<file path="config.mk">
export PLATFORM = sky130hd
export DESIGN_NAME = mem_write_seq
export DESIGN_NICKNAME = d
export VERILOG_FILES = /design/src/rtl/mem_write_seq.sv
export SDC_FILE = /design/constraint.sdc
export NUM_CORES = 1
export LEC_CHECK = 0
export CAP_MARGIN = 15
export CORE_UTILIZATION = 35
export DETAILED_ROUTE_END_ITERATION = 8
export PLACE_DENSITY_LB_ADDON = 0.2
export SYNTH_ARGS = -nofsm -noshare
export SYNTH_HDL_FRONTEND = slang
export SYNTH_SLANG_ARGS = --single-unit
</file>
<file path="constraint.sdc">
create_clock -name clk -period 5.2 [get_ports clk]
set_input_delay 1.56 -clock clk [delete_from_list [all_inputs] [get_ports clk]]
set_output_delay 1.56 -clock clk [all_outputs]
set_load 0.02 [all_outputs]
</file>
<file path="src/rtl/mem_write_seq.sv">
// Memory write sequencer: turns one 8/16-bit store or stack push into one or two
// Z80-style T1/T2/T3 byte write cycles, stretching T2 while mem_wait is high.
module mem_write_seq #(
  parameter logic [15:0] IDLE_ADDR = 16'h0000
) (
  input  logic        clk,
  input  logic        reset,
  input  logic        start,
  input  logic        word_mode,
  input  logic        stack_mode,
  input  logic [15:0] addr_in,
  input  logic [15:0] data_in,
  output logic        busy,
  output logic        done,
  output logic [15:0] mem_addr,
  output logic [7:0]  mem_dout,
  output logic        mem_wr,
  input  logic        mem_wait
);

  typedef enum logic [1:0] {IDLE, T1, T2, T3} state_t;

  state_t      state_q, state_d;
  logic        idx_q, idx_d;
  logic        word_q, word_d;
  logic        stack_q, stack_d;
  logic [15:0] addr_q, addr_d;
  logic [15:0] data_q, data_d;

  logic [15:0] mem_addr_q, mem_addr_d;
  logic [7:0]  mem_dout_q, mem_dout_d;
  logic        mem_wr_q, mem_wr_d;
  logic        busy_q, busy_d;
  logic        done_q, done_d;

  logic [15:0] byte_addr;
  logic [7:0]  byte_data;

  always_ff @(posedge clk or posedge reset) begin
    if (reset) begin
      state_q    <= IDLE;
      idx_q      <= 1'b0;
      word_q     <= 1'b0;
      stack_q    <= 1'b0;
      addr_q     <= 16'h0000;
      data_q     <= 16'h0000;
      mem_addr_q <= IDLE_ADDR;
      mem_dout_q <= 8'h00;
      mem_wr_q   <= 1'b0;
      busy_q     <= 1'b0;
      done_q     <= 1'b0;
    end else begin
      state_q    <= state_d;
      idx_q      <= idx_d;
      word_q     <= word_d;
      stack_q    <= stack_d;
      addr_q     <= addr_d;
      data_q     <= data_d;
      mem_addr_q <= mem_addr_d;
      mem_dout_q <= mem_dout_d;
      mem_wr_q   <= mem_wr_d;
      busy_q     <= busy_d;
      done_q     <= done_d;
    end
  end

  // Operands are only captured in IDLE, so a start during a write cannot disturb it.
  always_comb begin
    state_d = state_q;
    idx_d   = idx_q;
    word_d  = word_q;
    stack_d = stack_q;
    addr_d  = addr_q;
    data_d  = data_q;
    case (state_q)
      IDLE: begin
        if (start) begin
          word_d  = word_mode;
          stack_d = stack_mode;
          addr_d  = addr_in;
          data_d  = data_in;
          idx_d   = 1'b0;
          state_d = T1;
        end
      end
      T1: state_d = T2;
      T2: begin
        if (!mem_wait) state_d = T3;
      end
      T3: begin
        if (word_q && !idx_q) begin
          idx_d   = 1'b1;
          state_d = T1;
        end else begin
          state_d = IDLE;
        end
      end
      default: state_d = IDLE;
    endcase
  end

  // Outputs are derived from the next state so the registered bus matches the phase it is in.
  always_comb begin
    byte_addr = addr_d;
    byte_data = data_d[7:0];
    if (word_d && !stack_d) begin
      byte_addr = addr_d + {15'h0000, idx_d};
      byte_data = idx_d ? data_d[15:8] : data_d[7:0];
    end else if (word_d && stack_d) begin
      byte_addr = idx_d ? (addr_d - 16'd2) : (addr_d - 16'd1);
      byte_data = idx_d ? data_d[7:0] : data_d[15:8];
    end

    mem_addr_d = (state_d == IDLE) ? IDLE_ADDR : byte_addr;
    mem_dout_d = (state_d == IDLE) ? 8'h00 : byte_data;
    mem_wr_d   = (state_d == T2);
    busy_d     = (state_d != IDLE);
    done_d     = (state_q == T3) && (state_d == IDLE);
  end

  assign mem_addr = mem_addr_q;
  assign mem_dout = mem_dout_q;
  assign mem_wr   = mem_wr_q;
  assign busy     = busy_q;
  assign done     = done_q;

endmodule

</file>
==> results.md <==
* Postcts setup bufs at 0
* First-pass GRT wire length at 15.2 mm
* Switching pwr at 0.00126 W
* CTS clock-pin slew for the worst setup and hold paths at 70 ps
* Num rows at 36
* Mapped Nets at 413
* Status: complete, no violations
* Worst hold margin at 474 ps
* CP endpoint: mem_addr[6]
* Final core utilization at 45.7%
* Final instance area at 4450 um^2
* Multi-input logic area at 1730 um^2
* Reg2reg end: mem_addr[12]
* Routed wl met2 at 4.28 mm
* Top_reg_cell synth: dfrtp_1
* Clock Power Share at 14.9%
* Met3 routed WL at 611 um
* # IOs at 65
* Initial DRC count at 211
* Number of synthesized flops with an enable pin at 0
* Path type of the worst setup path: in -> reg
* CTS tree: done
* Diode count at 0
* Total grt overflow at 0
* Mapped Cells at 364
* Die height at 102 um
* Peak supply drop at 0.355 mV
* Period Utilization, post-route at 78.6%
* Layout cells sized above 1 at 11.0%
* CP top delay family: simple AND/OR/NAND/NOR gates
* Critical Path Max Stage Delay at 470 ps
* Buffers added on ports at 64
* Data arrival, critical path at 4330 ps
* CP dominant cell by count: ha_1
* WP data required at 5450 ps
* Power Dens Cells at 638 nW/um^2
* Slew HR at 37.3%
* Clk sinks at 64
* Maximum clock frequency at 0.245 GHz
* Routability Congestion at 0.939
* Origin of the critical flop-to-flop path: state_q[0]
* Asr flop ratio synth at 100%
* Final Hold Fails at 0
* TritonRoute pass-1 iters at 5
* Hold buffer count at cts at 0
* CP Launch Type: primary input
* Largest net degree at the start of global routing at 34
* Switching part of the total at 44.4%
* Die Area at 10,400 um^2
* Max_cap viols at 0
* Slew @ Worst Pin at 929 ps
* P_int at 0.00158 W
* Seq cells post-synth at 64
* Setup_tns at 0 ps
* Routed wire length at 9.39 mm
* Vias in the first global route at 3,019
* Critical path cell sequence: clkdlybuf4s50_1 -> buf_4 -> nor2b_2 -> o21ai_1 -> nand2_1 -> ha_1 -> ha_1 -> nand3_1 -> nor2_1 -> or3_1 -> a21oi_1
* Synthesized area per cell at 9.64 um^2
* Vias at 2,941
* Fillers at 974
* Critical path endpoint category: register
* Area delta synth->final at 26.8%
* Antenna viol nets, final at 0
* Final Slew Violations at 0
* Worst-path fanout max at 19
* Die span in x at 102 um
* Initial antenna violation count at 0
* Worst path buffer plus inverter count at 2
* Cell Area, Placed at 4260 um^2
* R2R setup slack at 1550 ps
* Min-Delay Path Class: reg -> reg
* CTS resizes at 0
* LEAKAGE at 2.02 nW
* Max stage delay cell, worst path: clkdlybuf4s50_1
* Register area at 1600 um^2
* Setup crit start: start
* CTS max path bufs at 2
* Cell area after synthesis at 3510 um^2
* Register share of total power at 29.8%
* Critical path depth in cells at 11
* Synth cell types at 67
* Drt wl/cell at 16.5 um
* Layout Cells excl Fill at 570
* Core area at 9730 um^2
* Unrepaired setup endpoints after global routing: no
* Fin crit period at 4090 ps
* Initial Utilization at 36.1%
* Reg2reg path depth at 9
* Final setup vio count at 0
* Synthesis warning total at 0
* Logic gate share of total power at 55.4%
* Nets at 481
* Post-DP HPWL at 6.86 mm
* Layout Skew at 9.60 ps
* Clock latency on the worst-skew pair at 340 ps
* Root Buffer: clkbuf_8
* M1 wire length at 4.33 mm
* Placed cells at 554
* Sequential fraction of the synthesis area at 45.6%
* Vias per inst at 5.16
* DR DRC count at 0
* Gr usage total at 19.4%
* TritonCTS Buffers at 9
* Top Layer Used: met4
* H-Tree Depth at 3
==> placed cells by master (no fill, tap or decap), types with 4 or more instances in the layout <==
cell,count
clkdlybuf4s50_1,64
inv_1,18
dfrtp_1,64
o21ai_0,12
mux2i_1,20
ha_1,11
o31ai_1,4
o21ai_1,4
mux2_2,4
or3_1,6
nand2_1,67
buf_4,7
a31oi_1,6
a211o_2,4
a21bo_2,4
and3_1,5
nor3_1,4
nand3_1,18
nor2_1,21
a21oi_1,11
clkbuf_8,9
==> worst register-to-register path, delay by kind of cell (launching register included) <==
kind / cells / cell delay (ps)
mux: 1 / 480
fa+ha+maj: 2 / 890
compound gates: 1 / 510
buf+inv: 1 / 120
simple gates: 4 / 1190
flops: 1 / 410
==> cell type report <==
cell class              instances  area share, %
clock buffers                  10           2.87
well taps                     133           3.74
flip-flops and latches         64           36.0
inverters                      20           1.69
multi-input cells             266           38.8
clock inverters                 6           1.35
repair buffers                 71           15.6
==> worst min-delay path by stage <==
| stage | start | end | cells after the start |
|---|---|---|---|
| floorplan | data_q[10] | data_q[10] | 2 |
| global placement | data_q[12] | data_q[12] | 2 |
| detailed placement | data_q[13] | data_q[13] | 2 |
| CTS | data_q[7] | data_q[7] | 2 |
| global route | data_q[7] | data_q[7] | 2 |
| finish | data_q[13] | data_q[13] | 2 |
==> layer usage <==
metal  GRT usage [%]  vias to the layer above
met5               0                        -
met4            7.25                        0
met3            3.90                       15
met2            30.9                      117
met1            26.0                     1374
li1                -                     1435
==> per-stage QoR <==
stage / total power, W / setup WS (ps)
global route: 0.00307 / 960
CTS: 0.00286 / 1170
global placement: 0.00241 / 862
detailed placement: 0.00243 / 829
finish: 0.00284 / 1110
floorplan: 0.00192 / 1660
==> Yosys cell counts (4+ instances only) <==
master / n / area (um^2)
a211o_2: 4 / 40.0
a21bo_2: 4 / 40.0
a21oi_1: 11 / 55.1
a31oi_1: 6 / 37.5
and3_1: 5 / 31.3
clkbuf_1: 7 / 26.3
dfrtp_1: 64 / 1600
ha_1: 11 / 138
inv_1: 19 / 71.3
mux2_2: 4 / 45.0
mux2i_1: 20 / 200
nand2_1: 67 / 251
nand3_1: 18 / 90.1
nor2_1: 21 / 78.8
nor3_1: 4 / 20.0
o21ai_0: 12 / 60.1
o21ai_1: 4 / 20.0
o31ai_1: 4 / 30.0
or3_1: 6 / 37.5
==> cells by family (layout without fill, tap and decap cells) <==
family                     Yosys count  count (layout)  share of synthesized area, %
and+or+nand+nor                    149             149                          20.6
AOI/OAI and AO/OA                   78              78                          16.3
adders and majority gates           11              11                          3.92
buffers and inverters               34             107                          5.20
muxes                               25              25                          7.63
xor gates and xnor gates             3               3                         0.749
DFF                                 64              64                          45.6
==> sequential cells by signal, summed over array words and instances (netlist names), 2 cells and up <==
signal / cells
mem_dout: 8
data_q: 16
addr_q: 16
state_q: 2
mem_addr: 16
==> power by group through the flow <==
| stage | clock [W] | sequential [W] | combinational, W |
|---|---|---|---|
| 2_1_floorplan | 0 | 0.000937 | 0.000980 |
| 4_1_cts | 0.000435 | 0.000843 | 0.00158 |
| 3_3_place_gp | 0 | 0.000851 | 0.00156 |
| 6_report | 0.000422 | 0.000845 | 0.00157 |
| 5_1_grt | 0.000455 | 0.000870 | 0.00174 |
| 3_5_place_dp | 0 | 0.000850 | 0.00158 |
Note: power is estimated with default switching activity, not from simulation.
